==> src/rtl/sparse_round_sequencer.sv <==
// Sparse round sequencer: walks sparse memory entries and launches one
// controller round per entry, flagging dummy rounds and out-of-range entries.
// Ports:
//   clk, rst_n           clock, synchronous active-low reset
//   start_i              begin a sequence (ignored while busy)
//   num_entries_i        entry count, sampled on start_i
//   sparse_mem_addr_o    sparse memory read address (1-cycle latency)
//   sparse_mem_data_i    sparse memory read data
//   ctrl_start_o         1-cycle launch pulse to the controller
//   ctrl_done_i          controller process done
//   ctrl_busy_i          controller busy
//   dummy_o              current round is a dummy round
//   round_cnt_o          rounds completed (real + dummy)
//   busy_o               sequence in progress
//   done_o               1-cycle pulse at sequence end
//   err_o                sticky range / timeout / clamp error
module sparse_round_sequencer #(
    parameter int                    WORD_WIDTH      = 32,
    parameter int                    MEM_SPARSE_SIZE = 50,
    parameter int                    POLY_BITS       = 17669,
    parameter logic [WORD_WIDTH-1:0] DUMMY_WORD      = 32'hFFFFFFFF,
    parameter int                    DONE_TIMEOUT    = 4095
) (
    input  logic                  clk,
    input  logic                  rst_n,
    input  logic                  start_i,
    input  logic [5:0]            num_entries_i,
    output logic [9:0]            sparse_mem_addr_o,
    input  logic [WORD_WIDTH-1:0] sparse_mem_data_i,
    output logic                  ctrl_start_o,
    input  logic                  ctrl_done_i,
    input  logic                  ctrl_busy_i,
    output logic                  dummy_o,
    output logic [5:0]            round_cnt_o,
    output logic                  busy_o,
    output logic                  done_o,
    output logic                  err_o
);

    localparam int HW = WORD_WIDTH / 2;
    localparam int TW = $clog2(DONE_TIMEOUT + 1);
    localparam logic [HW-1:0] POS_LIM = HW'(POLY_BITS);
    localparam logic [5:0]    MAX_N   = 6'(MEM_SPARSE_SIZE);
    localparam logic [TW-1:0] TMO     = TW'(DONE_TIMEOUT);

    typedef enum logic [2:0] {
        S_IDLE,
        S_FETCH,
        S_WAIT_DATA,
        S_CHECK,
        S_LAUNCH,
        S_WAIT_DONE,
        S_NEXT,
        S_FINISH
    } state_t;

    state_t        state_q;
    state_t        state_nxt;
    logic [5:0]    n_q;
    logic [5:0]    idx_q;
    logic [TW-1:0] timer_q;
    logic [5:0]    cnt_q;
    logic          dummy_q;
    logic          err_q;

    logic is_dummy;
    logic bad_pos;
    logic last_entry;
    logic timed_out;

    assign is_dummy   = (sparse_mem_data_i == DUMMY_WORD);
    assign bad_pos    = (sparse_mem_data_i[WORD_WIDTH-1:HW] >= POS_LIM) ||
                        (sparse_mem_data_i[HW-1:0] >= POS_LIM);
    assign last_entry = (idx_q == n_q - 6'd1);
    assign timed_out  = (timer_q == TMO);

    // Next-state logic
    always_comb begin
        state_nxt = state_q;
        unique case (state_q)
            S_IDLE: begin
                if (start_i) begin
                    state_nxt = (num_entries_i == 6'd0) ? S_FINISH : S_FETCH;
                end
            end
            S_FETCH:     state_nxt = S_WAIT_DATA;
            S_WAIT_DATA: state_nxt = S_CHECK;
            S_CHECK: begin
                // A dummy word also fails the range test, so test it first
                if (!is_dummy && bad_pos) begin
                    state_nxt = S_NEXT;
                end else if (!ctrl_busy_i) begin
                    state_nxt = S_LAUNCH;
                end
            end
            S_LAUNCH:    state_nxt = S_WAIT_DONE;
            S_WAIT_DONE: begin
                if (ctrl_done_i) begin
                    state_nxt = S_NEXT;
                end else if (timed_out) begin
                    state_nxt = S_FINISH;
                end
            end
            S_NEXT:      state_nxt = last_entry ? S_FINISH : S_FETCH;
            S_FINISH:    state_nxt = S_IDLE;
            default:     state_nxt = S_IDLE;
        endcase
    end

    // State and datapath registers
    always_ff @(posedge clk) begin
        if (!rst_n) begin
            state_q <= S_IDLE;
            n_q     <= '0;
            idx_q   <= '0;
            timer_q <= '0;
            cnt_q   <= '0;
            dummy_q <= 1'b0;
            err_q   <= 1'b0;
        end else begin
            state_q <= state_nxt;
            unique case (state_q)
                S_IDLE: begin
                    if (start_i) begin
                        n_q     <= (num_entries_i > MAX_N) ? MAX_N : num_entries_i;
                        err_q   <= (num_entries_i > MAX_N);
                        idx_q   <= '0;
                        cnt_q   <= '0;
                        dummy_q <= 1'b0;
                    end
                end
                S_CHECK: begin
                    if (!is_dummy && bad_pos) begin
                        err_q <= 1'b1;
                    end else begin
                        dummy_q <= is_dummy;
                    end
                end
                S_LAUNCH: timer_q <= '0;
                S_WAIT_DONE: begin
                    if (ctrl_done_i) begin
                        cnt_q <= cnt_q + 6'd1;
                    end else if (timed_out) begin
                        err_q   <= 1'b1;
                        dummy_q <= 1'b0;
                    end else begin
                        timer_q <= timer_q + TW'(1);
                    end
                end
                S_NEXT: begin
                    dummy_q <= 1'b0;
                    idx_q   <= idx_q + 6'd1;
                end
                default: ;
            endcase
        end
    end

    // Address follows idx, which only moves in NEXT, so it is stable
    // from CHECK through WAIT_DONE.
    assign sparse_mem_addr_o = 10'(idx_q);
    assign ctrl_start_o      = (state_q == S_LAUNCH);
    assign done_o            = (state_q == S_FINISH);
    assign busy_o            = (state_q != S_IDLE) && (state_q != S_FINISH);
    assign dummy_o           = dummy_q;
    assign round_cnt_o       = cnt_q;
    assign err_o             = err_q;

endmodule

==> config.mk <==
export PLATFORM = sky130hd
export DESIGN_NAME = sparse_round_sequencer
export DESIGN_NICKNAME = d
export VERILOG_FILES = /design/src/rtl/sparse_round_sequencer.sv
export SDC_FILE = /design/constraint.sdc
export NUM_CORES = 1
export LEC_CHECK = 0
export ABC_AREA = 1
export ABC_CLOCK_PERIOD_IN_PS = 1700
export CORE_UTILIZATION = 44
export DETAILED_ROUTE_END_ITERATION = 6
export PLACE_DENSITY = 0.78
export SLEW_MARGIN = 20
export SYNTH_ARGS = -nofsm -noshare
export SYNTH_HDL_FRONTEND = slang
export SYNTH_SLANG_ARGS = --single-unit
==> constraint.sdc <==
create_clock -name clk -period 1.7 [get_ports clk]
set_clock_uncertainty 0.1 [all_clocks]
set_input_delay 0.255 -clock clk [delete_from_list [all_inputs] [get_ports clk]]
set_output_delay 0.255 -clock clk [all_outputs]
set_load 0.05 [all_outputs]
==> results.md <==
- Status: finished with violations
- Failing checks: setup timing
- I/O pin total: 64
- DRT Pass-1 Iters: 4
- Max VDD drop: 0.000333 V
- Clock buffer depth: 2
- CTS tree: built
- FMAX: 0.574 GHz
- CP Buf/Inv Count: 1
- Most common cell in the netlist: nand2_1
- Pleak: 0.00148 uW
- Post-synthesis cell area: 2290 sq um
- Finished Cell Area: 3510 sq um
- TritonCTS Sinks: 35
- Vias in the first global route: 2564
- DRT Wirelength: between 6000 and 7000 um
- Top cells by area, synth: dfxtp_1 31%, nand2_1 14%, nand3_1 7.2%, inv_1 6.6%, nor2_1 6.2%
- Data arrival, critical path: 1.84 ns
- Pwr dens: roughly 720 nW/um^2
- Worst-Skew Late Latency: 0.30 ns
- Critical path's top delay family: simple AND/OR/NAND/NOR gates
- Placed cell area: 3180 sq um
- Kind of critical path: register to register
- Worst Hold Class: register to register
- PortBufs: between 50 and 60
- Initial antenna violation count: 0
- Initial drt markers: 146
- Setup ws final: -0.0435 ns
- Total gr overflow: 0
- Period utilization: 103%
- CP Cell Sequence: ha_4, nand2_2, inv_2, nand2_2, nor2_4, nand4_1, nand3_2, nand2_4, nand4_1, o21ai_1, a21oi_2
- Core Util, Final: 72.4%
- Synth Warn #: 0
- First-pass GRT wire length: 10600 um
- H-tree level count: 2
- Routed WL per cell: 13.0 um
- Post-synth cell types: 37
- CP max stage delay: around 0.34 ns
- Row Count: 25
- Setup violations, final: 2
- Clock period minus final worst setup slack: 1.74 ns
- Post-synth EDFFs: 0
- CTS buffer count: 5
- Pin count of the biggest net entering global routing: 14
- Critical path fanouts, max: 8
- Placed insts: 504
- Post-DRT Antenna Nets: 0
- Clock root buffer: clkbuf_8
- Max-slew violation count: 0
- Cell taking the most area after synthesis: dfxtp_1
- Placer Congestion: 0.903
- Area of the core: between 4000 and 5000 sq um
- Layout net count: 504
- Final HPWL DP: 4930 um
- Die W: 74.1 um
- Seq/Total Area, Yosys: ~30%
- Clk pin slew, worst setup/hold paths: 0.07 ns
- Full die area: 5500 sq um
- Seq cells post-synth: 35
- Initial core utilization: 47.2%
- CP startpoint kind: register
- Vias: 2722
- Avg Synthesized Cell Area: around 6.4 sq um
- Diode count: 0
- Final Power: 2530 uW
- Endpoints failing hold: 0
- RSZ-0062 raised after global routing: yes
- Vias per cell: 5.19
- Top FF cell, synth: dfxtp_1
- Area growth syn-to-layout: 53.3%
- Critical Path End Type: register
- Finished Layout Cells: about 520
- Syn Inst Count: around 360
- DRC viols: 0
- Chip height: between 70 and 80 um
- Max Cap Violations: 0
- Slowest stage cell, crit path: dfxtp_2
- Post-synthesis async set-or-reset flop share: 0%
- Critical path required time: 1.79 ns
- Top cells by count, synth: 88 x nand2_1, 40 x inv_1, 38 x nor2_1, 35 x dfxtp_1, 33 x nand3_1
- Total track usage: 25.0%
- Post-synth top area share: 30.6%
- Layout cells sized above 1: 27.1%
[logic make-up after synthesis]
logic type	count (synthesis)	synth area share, %
adders and majority gates	4	2.19
xor gates and xnor gates	7	2.68
other	1	0.164
and+or+nand+nor	212	44.2
DFF	35	30.6
AOI/OAI and AO/OA	45	10.5
buffers and inverters	51	9.73
[what timing repair did]
action | CTS | global route
setup buffers | 6 | 6
hold endpoints to repair | 0 | 0
resized for setup | 14 | 30
hold buffers | 0 | 0
setup endpoints to repair | 9 | 21
cloned | 1 | 0
pin swaps | 9 | 19
[worst paths after layout]
path | startpoint | end | slack, ns | cells past startpoint
hold / removal | dummy_o$_SDFFE_PN0P_ | dummy_o$_SDFFE_PN0P_ | 0.38 | 2
hold reg to reg | dummy_o$_SDFFE_PN0P_ | dummy_o$_SDFFE_PN0P_ | 0.38 | 2
setup reg to reg | timer_q[0]$_SDFFE_PN0P_ | timer_q[3]$_SDFFE_PN0P_ | -0.04 | 11
setup / recovery | timer_q[0]$_SDFFE_PN0P_ | timer_q[3]$_SDFFE_PN0P_ | -0.04 | 11
[metrics by stage]
stage | setup slack [ns] | hold slack, ns | TNS (ns)
global placement | -0.235 | 0.349 | -0.865
finish | -0.0435 | 0.376 | -0.0685
CTS | -0.0449 | 0.370 | -0.249
floorplan | -0.0296 | 0.290 | -0.0296
global route | -0.144 | 0.386 | -1.39
detailed placement | -0.324 | 0.361 | -1.33
[metal layers]
metal	track usage, %	wire (um)	up-vias
li1	-	-	1370
met1	26.9	2800	1271
met2	47.2	3580	70
met3	5.96	319	11
met4	8.97	91	0
met5	0	0	-
[final cells by class]
class                           instances  area [sq um]
Clock buffer                            6          72.6
Tap cell                               67          83.8
Clock inverter                          1          30.0
Fill cell                             374          1340
Multi-Input combinational cell        272          1510
Timing Repair Buffer                   98           931
Inverter                               44           173
Sequential cell                        35           709
Timing Repair inverter                  1          3.75
[report_power, final]
part	switching, uW	total (uW)	internal, uW
combinational	503	880	377
sequential	43.3	908	864
clock	315	745	430
[worst reg2reg max path, cell delays in order (launching register included)]
cell and delay (ns):
dfxtp_2 0.34, ha_4 0.16, nand2_2 0.06, inv_2 0.04, nand2_2 0.07, nor2_4 0.04, nand4_1 0.12, nand3_2 0.13
nand2_4 0.16, nand4_1 0.15, o21ai_1 0.21, a21oi_2 0.04
[state kept, by name, indices dropped and copies added, names as in the netlist]
signal / flops
round_cnt_o: 6
idx_q: 6
dummy_o: 1
n_q: 6
state_q: 3
timer_q: 12
err_o: 1
[cells in the final DEF (no fill, tap or decap), drive strengths merged]
cell type	synthesis	routed
and2	1	1
nand3	36	36
o21bai	2	2
o22ai	2	2
nor2	47	47
a211oi	1	1
xor2	7	7
nor3	10	10
dlymetal6s2s	0	1
a221oi	1	1
nor4	2	2
bufinv	0	1
inv	44	45
ha	4	4
nand3b	3	3
nand2	94	94
clkbuf	1	6
o21ai	14	14
buf	6	56
a31oi	1	1
dfxtp	35	35
nand4	13	13
a21oi	24	24
nor3b	3	3
or2	2	2
conb	1	4
clkdlybuf4s50	0	41
and3	1	1
No activity file was read; power rests on OpenSTA's default activity.
